`src/rtl/ofs_fim_if_pkg.sv`:
```
// ofs_fim_if_pkg
// Shared FIM interface types. The PCIe TX AXI-S beat is a flat packed
// struct, so one beat moves through a single register.
//   AXIS_PCIE_DW    : TLP data width of one beat
//   AXIS_PCIE_TX_UW : TX sideband (tuser) width
//   t_axis_pcie_tx  : tvalid, tdata, tlast, tuser of one TX beat
`timescale 1ns/1ps
package ofs_fim_if_pkg;

   localparam int AXIS_PCIE_DW    = 64;
   localparam int AXIS_PCIE_TX_UW = 8;

   typedef struct packed {
      logic                       tvalid;
      logic [AXIS_PCIE_DW-1:0]    tdata;
      logic                       tlast;
      logic [AXIS_PCIE_TX_UW-1:0] tuser;
   } t_axis_pcie_tx;

endpackage

```
`src/rtl/pcie_tx_rr_arb.sv`:
```
// pcie_tx_rr_arb
// Combinational masked round-robin picker. The search starts at the port
// just above last_grant and wraps, so the most recently served port has
// the lowest priority. It holds no state, which keeps it reusable on the
// RX side.
// Ports:
//   req        in  NUM_REQ  request vector
//   last_grant in  IDX_W    index of the most recently served port
//   gnt        out NUM_REQ  one-hot winner (all zero when no request)
//   gnt_idx    out IDX_W    binary index of the winner
//   any_req    out 1        at least one request is pending
`timescale 1ns/1ps
module pcie_tx_rr_arb #(
   parameter int NUM_REQ = 4,
   parameter int IDX_W   = $clog2(NUM_REQ)
) (
   input  logic [NUM_REQ-1:0] req,
   input  logic [IDX_W-1:0]   last_grant,
   output logic [NUM_REQ-1:0] gnt,
   output logic [IDX_W-1:0]   gnt_idx,
   output logic               any_req
);

   logic [NUM_REQ-1:0] upper_mask;
   logic [NUM_REQ-1:0] masked_req;
   logic [NUM_REQ-1:0] pick_req;

   // Ports strictly above last_grant form the first-priority window
   always_comb begin
      upper_mask = '0;
      for (int i = 0; i < NUM_REQ; i++) begin
         upper_mask[i] = (i > int'(last_grant));
      end
   end

   // Use the upper window when it holds any request, otherwise wrap to all
   assign masked_req = req & upper_mask;
   assign pick_req   = (|masked_req) ? masked_req : req;
   assign any_req    = |req;

   // Lowest set bit of the chosen window wins; the descending loop lets the
   // lowest index overwrite higher ones
   always_comb begin
      gnt     = '0;
      gnt_idx = '0;
      for (int i = NUM_REQ - 1; i >= 0; i--) begin
         if (pick_req[i]) begin
            gnt     = '0;
            gnt[i]  = 1'b1;
            gnt_idx = IDX_W'(i);
         end
      end
   end

endmodule

```
`src/rtl/pcie_tx_arb.sv`:
```
// pcie_tx_arb
// Packet-boundary-aware round-robin merge of NUM_REQ PCIe TX AXI-S streams
// into one registered output stream. A grant is held from the first beat of
// a TLP through its tlast beat so TLPs never interleave.
// Ports:
//   clk          in  1        block clock
//   rst_n        in  1        asynchronous active-low reset
//   s_if         in  NUM_REQ  requester streams
//   s_if_tready  out NUM_REQ  per-requester ready, at most one bit high
//   m_if         out 1 beat   merged registered stream
//   m_if_tready  in  1        downstream ready
//   cur_grant    out IDX_W    port currently or last granted (debug)
//   locked       out 1        multi-beat TLP in progress
`timescale 1ns/1ps
module pcie_tx_arb
   import ofs_fim_if_pkg::*;
#(
   parameter int NUM_REQ        = 4,
   parameter bit TREADY_RST_VAL = 1'b0
) (
   input  logic                       clk,
   input  logic                       rst_n,
   input  t_axis_pcie_tx              s_if [NUM_REQ],
   output logic [NUM_REQ-1:0]         s_if_tready,
   output t_axis_pcie_tx              m_if,
   input  logic                       m_if_tready,
   output logic [$clog2(NUM_REQ)-1:0] cur_grant,
   output logic                       locked
);

   localparam int IDX_W = $clog2(NUM_REQ);

   localparam logic [0:0] ST_IDLE   = 1'b0;
   localparam logic [0:0] ST_LOCKED = 1'b1;

   logic [0:0]         state;
   logic [IDX_W-1:0]   last_grant;
   logic [IDX_W-1:0]   lock_port;
   logic [IDX_W-1:0]   sel_port;
   logic [NUM_REQ-1:0] req_vec;
   logic [NUM_REQ-1:0] arb_gnt;
   logic [IDX_W-1:0]   arb_idx;
   logic               arb_any;
   logic               out_ready;
   logic               accept;
   t_axis_pcie_tx      sel_beat;

   always_comb begin
      req_vec = '0;
      for (int i = 0; i < NUM_REQ; i++) begin
         req_vec[i] = s_if[i].tvalid;
      end
   end

   pcie_tx_rr_arb #(
      .NUM_REQ (NUM_REQ),
      .IDX_W   (IDX_W)
   ) u_rr_arb (
      .req        (req_vec),
      .last_grant (last_grant),
      .gnt        (arb_gnt),
      .gnt_idx    (arb_idx),
      .any_req    (arb_any)
   );

   // The output register can take a beat when empty or draining this cycle
   assign out_ready = !m_if.tvalid || m_if_tready;

   // Ready is steered to exactly one port: the fresh winner in IDLE or the
   // locked port mid-TLP. During reset only the optional default port 0 may
   // see ready.
   always_comb begin
      s_if_tready = '0;
      if (!rst_n) begin
         s_if_tready[0] = TREADY_RST_VAL;
      end else if (out_ready) begin
         if (state == ST_IDLE) begin
            if (arb_any) begin
               s_if_tready = arb_gnt;
            end
         end else begin
            s_if_tready[lock_port] = 1'b1;
         end
      end
   end

   assign sel_port = (state == ST_IDLE) ? arb_idx : lock_port;
   assign sel_beat = s_if[sel_port];
   assign accept   = sel_beat.tvalid && s_if_tready[sel_port];
   assign locked   = (state == ST_LOCKED);

   // Grant bookkeeping: a non-tlast beat locks onto its port, a tlast beat
   // releases back to IDLE where the next search starts after this port
   always_ff @(posedge clk or negedge rst_n) begin
      if (!rst_n) begin
         state      <= ST_IDLE;
         last_grant <= IDX_W'(NUM_REQ - 1);
         lock_port  <= '0;
         cur_grant  <= '0;
      end else if (accept) begin
         last_grant <= sel_port;
         lock_port  <= sel_port;
         cur_grant  <= sel_port;
         state      <= sel_beat.tlast ? ST_IDLE : ST_LOCKED;
      end
   end

   // Single registered output stage; payload only changes on acceptance,
   // which cannot happen while the downstream is stalling a valid beat
   always_ff @(posedge clk or negedge rst_n) begin
      if (!rst_n) begin
         m_if <= '0;
      end else if (accept) begin
         m_if.tvalid <= 1'b1;
         m_if.tdata  <= sel_beat.tdata;
         m_if.tlast  <= sel_beat.tlast;
         m_if.tuser  <= sel_beat.tuser;
      end else if (out_ready) begin
         m_if.tvalid <= 1'b0;
      end
   end

endmodule

```
`config.mk`:
```
export PLATFORM = sky130hd
export DESIGN_NAME = pcie_tx_arb
export DESIGN_NICKNAME = d
export VERILOG_FILES = /design/src/rtl/ofs_fim_if_pkg.sv /design/src/rtl/pcie_tx_rr_arb.sv /design/src/rtl/pcie_tx_arb.sv
export SDC_FILE = /design/constraint.sdc
export NUM_CORES = 1
export LEC_CHECK = 0
export ABC_CLOCK_PERIOD_IN_PS = 2800
export CORE_AREA = 3 3 145 147
export CTS_BUF_LIST = sky130_fd_sc_hd__clkbuf_4 sky130_fd_sc_hd__clkbuf_8 sky130_fd_sc_hd__clkbuf_16
export CTS_CLUSTER_DIAMETER = 100
export DETAILED_ROUTE_END_ITERATION = 10
export DIE_AREA = 0 0 148 150
export PLACE_DENSITY = 0.74
export SLEW_MARGIN = 25
export SYNTH_ARGS = -nofsm -noshare
export SYNTH_HDL_FRONTEND = slang
export SYNTH_SLANG_ARGS = --single-unit
```
`constraint.sdc`:
```
create_clock -name clk -period 2.8 [get_ports clk]
set_input_delay 0.28 -clock clk [delete_from_list [all_inputs] [get_ports clk]]
set_output_delay 0.28 -clock clk [all_outputs]
set_load 0.02 [all_outputs]
```
==> metrics.yaml, run 1 <==
antenna_found_initial: 0
rsz0062_at_grt: "false"
io_pins: 380
gp_congestion: 0.840
path_cells: "nor3b_1, or3_4, or3_1, a21oi_1, dlygate4sd2_1"
postSynth.asyncResetShare_pct: 100
fill_cells: 1803
hold_viol_final: 0
path_buf_inv: 1
wl_met1_mm: 7.26
leakagePower_nw: 3.71
ant_nets: 0
stdcell_area_sq_mm: 0.00962
htree_levels: 3
syn_avg_cell_area_sq_um: 16.3
status: "completed"
start_util_pct: 24.8
fin_crit_sh_pct: 94.4
routed-wl-met3_mm: 1.67
crit_slowest_cell: "dfstp_2"
finalCriticalPeriod_ns: 2.64
tightest_slew_ns: 0.574
timing.final.ws_setup_ns: 0.156
maxSlewHeadroom_pct: 61.7
syn_inst: 305
setup_viol: 0
ys_seq_area_share_pct: 39.9
nets: 991
max_stage_delay_ns: 0.60
synthTopCellsByArea: "dfrtp_1 39%, mux4_2 33%, mux2_2 14%"
path_delay_family: "simple AND/OR/NAND/NOR gates"
grt_overflow: 0
final_max_slew_viol_count: 0
vias_per_cell: 4.60
fin_skew_ns: 0.00956
total_power_mw: 10.9
drtIter0Drc: 175
final_common_cell: "clkdlybuf4s50_1"
grt_use_total_pct: 16.6
clk_latency_ns: 0.34
rows: 52
top_layer_used: "met4"
critPathMaxFanout: 8
routedWlPerCell_um: 19.7
drt-total-wl_mm: 19.1
dieArea_sq_mm: 0.0222
crit_required_ns: 2.52
peakVddDrop_mv: 0.506
wl_met2_mm: 9.82
core_sq_mm: 0.0200
dr.pass1.iters: 4
chipHeight_um: 150
synthDistinctLibCells: 37
yosysWarnings: 0
min_path_type: "in -> async"
clockRootBuffer: "clkbuf_16"
whs_ns: 0.311
tritoncts: "built"
clkTransAtPathRegs_ns: 0.06
final_cell_mix: "376 x clkdlybuf4s50_1, 77 x dfrtp_1, 73 x mux4_2, 63 x mux2_2, 13 x buf_4"
cp.arrival_ns: 2.36
antenna_cells: 0
yosysTopAreaCellShare_pct: 38.8
synth_edf_count: 0
powerDensity_mw_per_mm2: 1130
max_freq_mhz: 378
area_growth_pct: 93.9
cap_viol_max_count: 0
critPathKind: "reg -> out"
grt_pass1_wl_mm: 28.3
synth_area_leader_cell: "dfrtp_1"
cts_buffers: 9
syn_area_sq_mm: 0.00496
remaining_drc_errors: 0
pre_cts_ws_ns: -0.00666
synthFlopType: "dfrtp_1"
vias: 4453
port_buffers: 379
syn_nets: 604
clockBufferDepth: 2
critPathLaunchType: "flip-flop"
grt_start_max_net_pins: 41
placed_area_sq_mm: 0.00930
cts.sinks: 79
place.detailed.hpwl_mm: 15.9
synth-seq-cells: 79
endpoint_kind: "output pin"
die_w_um: 148
grt_pass1_vias: 4908
drive_gt1_share_pct: 27.5
[report_power, final]
part | switching, mW | internal (mW) | total, mW | leakage [nW]
combinational | 3.14 | 4.43 | 7.56 | 2.64
clock | 0.500 | 0.720 | 1.22 | 0.149
sequential | 0.320 | 1.80 | 2.12 | 0.922
total | 3.96 | 6.94 | 10.9 | 3.71
[layer usage]
metal  vias up  track usage [%]
li1       2017                -
met1      2200             19.9
met2       214             28.8
met3        22             4.94
met4         0             5.31
met5         -                0
[cell families after synthesis]
group	after synthesis	synth area share [%]
compound gates	23	3.25
mux	149	51.1
buf+inv	33	3.30
simple gates	21	2.45
flops	79	39.9
[area by class of cell]
type / instances / area [sq um] / share of cell area, %
tap: 270 / 338 / 3.51
clock buffer: 10 / 239 / 2.48
timing repair buffer: 403 / 4110 / 42.8
sequential: 79 / 1980 / 20.6
inverter: 6 / 22.5 / 0.234
clock inverter: 6 / 68.8 / 0.715
multi-input combinational: 193 / 2860 / 29.7
[Yosys cell counts (2+ instances only)]
cell / instances
a21boi_0: 3
a21o_1: 2
a21oi_1: 5
and2_1: 2
buf_1: 7
buf_2: 14
buf_6: 3
clkbuf_1: 3
dfrtp_1: 77
dfstp_2: 2
inv_1: 6
mux2_2: 63
mux2_4: 10
mux2i_1: 3
mux4_2: 73
nand2_1: 6
nand2b_1: 2
nor2_1: 2
nor3b_1: 2
o21ai_0: 2
o22ai_1: 2
[what timing repair did]
| item | in CTS | in global routing |
|---|---|---|
| endpoints found under the hold margin | 3 | 0 |
| hold buffers | 1 | 0 |
| setup buffers | 0 | 0 |
| endpoints found under the setup margin | 1 | 1 |
| gates resized for setup | 1 | 1 |
| gates cloned | 0 | 0 |
| pin swaps | 0 | 0 |
[sequential cells by signal, summed over array words and instances, names as in the netlist]
name and cells:
m_if 74, last_grant 2, locked 1, lock_port 2
[final timing paths]
check                                   start             end  slack [ns]  cells past startpoint
worst min register to register       m_if[45]        m_if[45]        0.50                      1
worst min-delay path                    rst_n        m_if[25]        0.31                      2
worst max register to register  last_grant[1]         m_if[2]        0.19                      7
min in group clk                     m_if[45]        m_if[45]        0.50                      1
worst max-delay path            last_grant[1]  s_if_tready[2]        0.16                      5
max in group asynchronous               rst_n        m_if[55]        1.20                      4
[stage by stage]
| stage | cells | utilization, % | setup TNS [ns] |
|---|---|---|---|
| floorplan | 305 | - | 0 |
| global placement | 950 | 46.4 | 0 |
| detailed placement | 950 | 46.4 | -0.0369 |
| CTS | 967 | 48.0 | 0 |
| global route | 967 | 48.0 | 0 |
| finish | 967 | 48.0 | 0 |
(Power assumes the default switching activity.)
==> inputs of run 2 (changes only) <==
--- a/config.mk
+++ b/config.mk
@@ -5,13 +5,15 @@
 export SDC_FILE = /design/constraint.sdc
 export NUM_CORES = 1
 export LEC_CHECK = 0
+export ABC_AREA = 1
 export ABC_CLOCK_PERIOD_IN_PS = 2800
-export CORE_AREA = 3 3 145 147
+export CAP_MARGIN = 20
+export CORE_MARGIN = 3
+export CORE_UTILIZATION = 30
 export CTS_BUF_LIST = sky130_fd_sc_hd__clkbuf_4 sky130_fd_sc_hd__clkbuf_8 sky130_fd_sc_hd__clkbuf_16
 export CTS_CLUSTER_DIAMETER = 100
 export DETAILED_ROUTE_END_ITERATION = 10
-export DIE_AREA = 0 0 148 150
-export PLACE_DENSITY = 0.74
+export PLACE_DENSITY = 0.76
 export SLEW_MARGIN = 25
 export SYNTH_ARGS = -nofsm -noshare
 export SYNTH_HDL_FRONTEND = slang
==> run 2 against run 1 <==
Net effect:
- register-to-register slack better by 0.23 ns
- sequential power down 6%
- core utilization grew 1.7 points
- die area is 13% higher
- sequential share of layout area shrank 3.0 points
- clock skew increased by 0.0010 ns
- synthesized cell count grew to 4.0 times the previous value
- sequential cell count unchanged
- critical path type is now in -> out
- critical endpoint unchanged
- largest power group unchanged
- highest routed layer unchanged
==> metrics.yaml, run 2 <==
synthFlopType: "dfrtp_1"
critPathMaxFanout: 5  # -3
ant_nets: 0  # unchanged
top_layer_used: "met4"
fin_crit_sh_pct: 92.2  # -2.3 points
io_pins: 380  # unchanged
powerDensity_mw_per_mm2: 1050  # -7.4%
grt_pass1_vias: 8370  # +71%
synthTopCellsByArea: "nand2_1 29%, dfrtp_1 28%, nand4_1 13%"
max_freq_mhz: 387  # +2.5%
rsz0062_at_grt: "false"
clkTransAtPathRegs_ns: 0.06  # about the same
tightest_slew_ns: 0.752  # +0.178 ns
final_common_cell: "nand2_1"
critPathLaunch: "s_if[221]"
synth_common_cells: "545 x nand2_1, 163 x inv_1, 153 x nand3_1, 150 x nand4_1, 77 x dfrtp_1"
setup_viol: 0  # unchanged
vias_per_cell: 4.97  # +8.0%
maxSlewHeadroom_pct: 49.9  # -12 points
syn_avg_cell_area_sq_um: 5.72  # -65%
endpoint_kind: "output pin"
min-delay-start: "m_if[26]"
vias: 9070  # +100%
postCtsSetupRepairBufs: 0  # unchanged
grt_start_max_net_pins: 115  # +180%
cap_viol_max_count: 0  # unchanged
dr.pass1.iters: 5  # +1
cpMostUsedCell: "nand2_1"
regMostFlops: "m_if"
nets: 1831  # +85%
htree_levels: 3  # unchanged
drtIter0Drc: 595  # +240%
fin_skew_ns: 0.0106  # +0.00104 ns
cp.arrival_ns: 2.30  # -0.06 ns
largest_reg_flops: 74  # unchanged
yosysWarnings: 0  # unchanged
syn_nets: 1518  # +150%
synthDistinctLibCells: 23  # -38%
rows: 55  # +5.8%
grt_pass1_wl_mm: 44.0  # +56%
status: "completed"
peakVddDrop_mv: 0.750  # +48%
fin_util_pct: 49.7  # +1.7 points
chipHeight_um: 158  # +5.6%
crit_slowest_cell: "clkdlybuf4s50_1"
cts.sinks: 79  # unchanged
postSynth.asyncResetShare_pct: 100  # unchanged
reg2reg_from: "last_grant[1]"
min_path_type: "reg -> reg"
synth-seq-cells: 79  # unchanged
ys_seq_area_share_pct: 28.4  # -12 points
synth_edf_count: 0  # unchanged
syn_inst: 1219  # +300%
leakagePower_nw: 6.02  # +62%
path_cells: "clkdlybuf4s50_1, nand3_1, nand4_1, nand2_1, nor2_1, nand2_1, nand2_1, nand2_1, inv_1, clkdlybuf4s50_1"
yosysTopAreaCellShare_pct: 29.3  # -9.5 points
top_regs: "m_if (74), last_grant (2), lock_port (2)"
port_buffers: 379  # unchanged
critPathKind: "in -> out"
drt-total-wl_mm: 29.2  # +53%
synth_area_leader_cell: "nand2_1"
final_cell_mix: "544 x nand2_1, 376 x clkdlybuf4s50_1, 161 x inv_1, 153 x nand3_1, 150 x nand4_1"
grt_use_total_pct: 22.1  # +5.4 points
wl_met1_mm: 11.5  # +59%
start_util_pct: 30.7  # +6.0 points
final_max_slew_viol_count: 0  # unchanged
routed-wl-met3_mm: 2.89  # +73%
wl_met2_mm: 14.3  # +46%
syn_area_sq_mm: 0.00697  # +41%
grt_overflow: 0  # unchanged
cts_buffers: 9  # unchanged
dieArea_sq_mm: 0.0251  # +13%
max_stage_delay_ns: 0.62  # +0.02 ns
timing.final.ws_setup_ns: 0.219  # +0.0635 ns
setup_tns_ns: 0  # unchanged
clk_latency_ns: 0.35  # about the same
clockBufferDepth: 2  # unchanged
hold_viol_final: 0  # unchanged
drive_gt1_share_pct: 3.64  # -24 points
remaining_drc_errors: 0  # unchanged
tritoncts: "built"
clockRootBuffer: "clkbuf_16"
path_delay_family: "buffers and inverters"
synth.most_common_cell: "nand2_1"
path_buf_inv: 3  # +2
pre_cts_ws_ns: 0.138  # +0.144 ns
gp_congestion: 0.891  # +6.1%
critPathLaunchType: "primary input"
area_growth_pct: 61.8
place.detailed.hpwl_mm: 21.1  # +33%
routedWlPerCell_um: 16.0  # -19%
antenna_found_initial: 1  # +1
core_sq_mm: 0.0227  # +13%
finalCriticalPeriod_ns: 2.58  # -0.0635 ns
crit_required_ns: 2.52  # about the same
die_w_um: 158  # +7.1%
-- run 2: worst paths after layout --
| kind | slack [ns] | endpoint | cells past startpoint |
|---|---|---|---|
| worst max-delay path | 0.22 | s_if_tready[2] | 10 |
| worst min-delay path | 0.47 | m_if[26] | 2 |
| worst max register to register | 0.42 | m_if[64] | 14 |
| worst min register to register | 0.47 | m_if[26] | 2 |
| max in group asynchronous | 1.23 | m_if[36] | 4 |
| min in group asynchronous | 0.51 | m_if[8] | 3 |
-- run 2: cells by family after synthesis --
family / synth area share (%)
and+or+nand+nor: 55.3
buffers and inverters: 15.8
DFF: 28.4
AOI/OAI and AO/OA: 0.538
-- run 2: metal layers --
layer,global-route usage (%),vias to the layer above
li1,-,4507
met1,26.1,4153
met2,38.9,377
met3,7.04,33
met4,5.49,0
met5,0,-
-- run 2: tightest hold or removal path, cell delays in order, from the launching register on --
cell and delay, ns:
dfrtp_1 0.34, nand2_1 0.05, nand2_1 0.05
-- run 2: cell type report --
class                   count  area [sq um]
fillers                  2314         11400
flip-flops and latches     79          1980
well taps                 285           357
clock inverters             5          33.8
multi-input cells         872          3940
diodes                      2          5.00
clock buffers              11           246
repair buffers            406          4100
inverters                 164           618
-- run 2: per-stage QoR --
step / hold WS, ns / instance area [sq um] / power (mW) / std cells
after global placement: 0.300 / 11000 / 10.6 / 1805
after floorplan: -0.0156 / 6970 / 7.59 / 1219
after global routing: 0.485 / 11300 / 13.0 / 1823
final: 0.470 / 11300 / 11.8 / 1824
after CTS: 0.472 / 11300 / 11.9 / 1822
after detailed placement: 0.312 / 11000 / 10.7 / 1805
-- run 2: timing repair --
| item | 4_1_cts | 5_1_grt |
|---|---|---|
| hold buffers | 1 | 0 |
| endpoints found under the hold margin | 23 | 0 |
| gates resized for setup | 0 | 2 |
| setup endpoints to repair | 0 | 2 |
-- run 2: report_power, final --
| group | total, mW | switching [mW] | leakage [nW] | internal [mW] |
|---|---|---|---|---|
| combinational | 8.69 | 5.50 | 4.89 | 3.19 |
| sequential | 2.00 | 0.311 | 0.995 | 1.69 |
| clock | 1.15 | 0.520 | 0.135 | 0.635 |
==> inputs of run 3 (changes only) <==
--- a/config.mk
+++ b/config.mk
@@ -12,7 +12,9 @@
 export CORE_UTILIZATION = 30
 export CTS_BUF_LIST = sky130_fd_sc_hd__clkbuf_4 sky130_fd_sc_hd__clkbuf_8 sky130_fd_sc_hd__clkbuf_16
 export CTS_CLUSTER_DIAMETER = 100
+export CTS_CLUSTER_SIZE = 24
 export DETAILED_ROUTE_END_ITERATION = 10
+export GPL_TIMING_DRIVEN = 0
 export PLACE_DENSITY = 0.76
 export SLEW_MARGIN = 25
 export SYNTH_ARGS = -nofsm -noshare
==> run 3 against run 2 <==
Net effect:
- fmax is 2.1% lower
- sequential cell count stayed put
- combinational power is 3.7% higher
- critical path type is now reg -> out
- highest routed layer is now met5
==> metrics.yaml, run 3 (same netlist as run 2, synthesis figures left out) <==
status: "completed"
leakagePower_nw: 6.11  # +1.6%
top_layer_used: "met5"
path_delay_family: "buffers and inverters"
port_buffers: 379  # unchanged
nets: 1911  # +4.4%
antenna_cells: 0  # -2
clkTransAtPathRegs_ns: 0.06  # about the same
final_common_cell: "nand2_1"
final_cell_mix: "545 x nand2_1, 378 x clkdlybuf4s50_1, 163 x inv_1, 153 x nand3_1, 150 x nand4_1"
critPathMaxFanout: 6  # +1
endpoint_kind: "output pin"
ant_nets: 0  # unchanged
clockRootBuffer: "clkbuf_16"
clockBufferDepth: 2  # unchanged
critPathLaunch: "last_grant[1]"
maxSlewHeadroom_pct: 58.0  # +8.1 points
area_growth_pct: 64.4
path_buf_inv: 3  # unchanged
cp.arrival_ns: 2.36  # +0.06 ns
die_w_um: 158  # unchanged
io_pins: 380  # unchanged
start_util_pct: 30.7  # unchanged
place.detailed.hpwl_mm: 25.1  # +19%
cts_resized: 0  # unchanged
htree_levels: 3  # unchanged
hold_viol_final: 0  # unchanged
finalNonFillerCells: 1902  # +4.3%
core_sq_mm: 0.0227  # unchanged
antenna_found_initial: 3  # +2
cts_buffers: 9  # unchanged
clk_latency_ns: 0.34  # about the same
cap_viol_max_count: 0  # unchanged
routed-wl-met3_mm: 2.90  # +0.55%
critPathLaunchType: "flip-flop"
grt_use_total_pct: 24.1  # +2.0 points
routedWlPerCell_um: 16.8  # +4.9%
drive_gt1_share_pct: 5.13  # +1.5 points
reg2reg_from: "last_grant[1]"
dieArea_sq_mm: 0.0251  # unchanged
grt_pass1_wl_mm: 47.0  # +6.8%
crit_slowest_cell: "clkdlybuf4s50_1"
peakVddDrop_mv: 0.592  # -21%
crit_required_ns: 2.52  # about the same
cts.sinks: 79  # unchanged
remaining_drc_errors: 0  # unchanged
setup_viol: 0  # unchanged
critPathKind: "reg -> out"
regMostFlops: "m_if"
chipHeight_um: 158  # unchanged
grt_overflow: 0  # unchanged
powerDensity_mw_per_mm2: 1070  # +1.5%
tightest_slew_ns: 0.631  # -0.121 ns
max_stage_delay_ns: 0.65  # +0.03 ns
top_regs: "m_if (74), last_grant (2), lock_port (2)"
max_freq_mhz: 379  # -2.1%
largest_reg_flops: 74  # unchanged
stdcell_area_sq_mm: 0.0115  # +1.6%
drt-total-wl_mm: 32.0  # +9.3%
dp_cells: 1884  # +4.4%
fin_skew_ns: 0.00720  # -0.00340 ns
drtIter0Drc: 633  # +6.4%
placed_area_sq_mm: 0.0111  # +1.5%
wl_met1_mm: 12.8  # +11%
vias: 9423  # +3.9%
final_max_slew_viol_count: 0  # unchanged
dr.pass1.iters: 6  # +1
gp_congestion: 0.936  # +5.0%
path_cells: "inv_2, nand2_1, nand2_1, nor2_1, nand3_2, o21ai_1, inv_1, nor2_1, clkdlybuf4s50_1"
tritoncts: "built"
vias_per_cell: 4.95  # -0.37%
finalCriticalPeriod_ns: 2.64  # +0.0563 ns
fin_crit_sh_pct: 94.2  # +2.0 points
min_path_type: "reg -> reg"
wl_met2_mm: 15.3  # +7.2%
rows: 55  # unchanged
grt_pass1_vias: 8655  # +3.4%
min-delay-start: "m_if[67]"
grt_start_max_net_pins: 41  # -64%
rsz0062_at_grt: "false"
run 3: changes by cell type in the layout (fill, tap and decap cells not counted), sizes merged:
cell           change
buf               +48
bufinv             +1
clkbuf            +31
clkdlybuf4s50      +2
clkinv             +1
clkinvlp           -1
diode              -2
dlymetal6s2s       -2
run 3: layout make-up:
class	count	area [sq um]
timing repair buffer	382	3840
sequential	79	1980
inverter	164	616
clock buffer	10	233
multi-input combinational	872	3890
clock inverter	6	61.3
buffer	104	487
tap	285	357
fill	2341	11200
run 3: what timing repair did:
item,4_1_cts,5_1_grt
hold buffers,2,0
setup buffers,0,0
endpoints found under the hold margin,38,0
run 3: per-stage QoR:
stage	hold slack, ns	util [%]	total power [mW]	TNS (ns)	setup WS, ns
final	0.466	50.5	12.2	0	0.163
after global routing	0.488	50.5	13.3	0	0.0135
after global placement	0.453	49.0	11.0	-330.91	-2.61
after CTS	0.473	50.5	12.3	0	0.142
after floorplan	-0.0156	-	7.59	0	0.896
after detailed placement	0.307	49.1	11.0	0	0.0703
run 3: worst paths after layout:
path                            slack, ns  depth (start not counted)        endpoint
worst max register to register       0.33                         12        m_if[63]
max in group asynchronous            2.01                          3   last_grant[0]
worst max-delay path                 0.16                          9  s_if_tready[0]
min in group asynchronous            0.51                          2   last_grant[1]
worst min register to register       0.47                          2        m_if[67]
worst min-delay path                 0.47                          2        m_if[67]
run 3: metal layers:
metal,GRT usage [%],vias to the layer above
met5,0,-
met4,7.99,4
met3,5.41,55
met2,41.8,426
met1,29.7,4277
li1,-,4661
run 3: where the power goes:
part           switching (mW)  internal [mW]
clock network           0.488          0.698
logic                    5.75           3.26
registers               0.332           1.69
run 3: worst register-to-register path, cell delays in order, from the launching register on:
cell      delay (ns)
dfstp_2         0.57
inv_2           0.06
nand2_1         0.10
nand4_1         0.14
nand3_2         0.13
buf_2           0.41
clkbuf_1        0.43
nand4_1         0.19
nand2_1         0.13
nand2_1         0.06
nand2_1         0.06
nand3_1         0.07
nand2_1         0.07
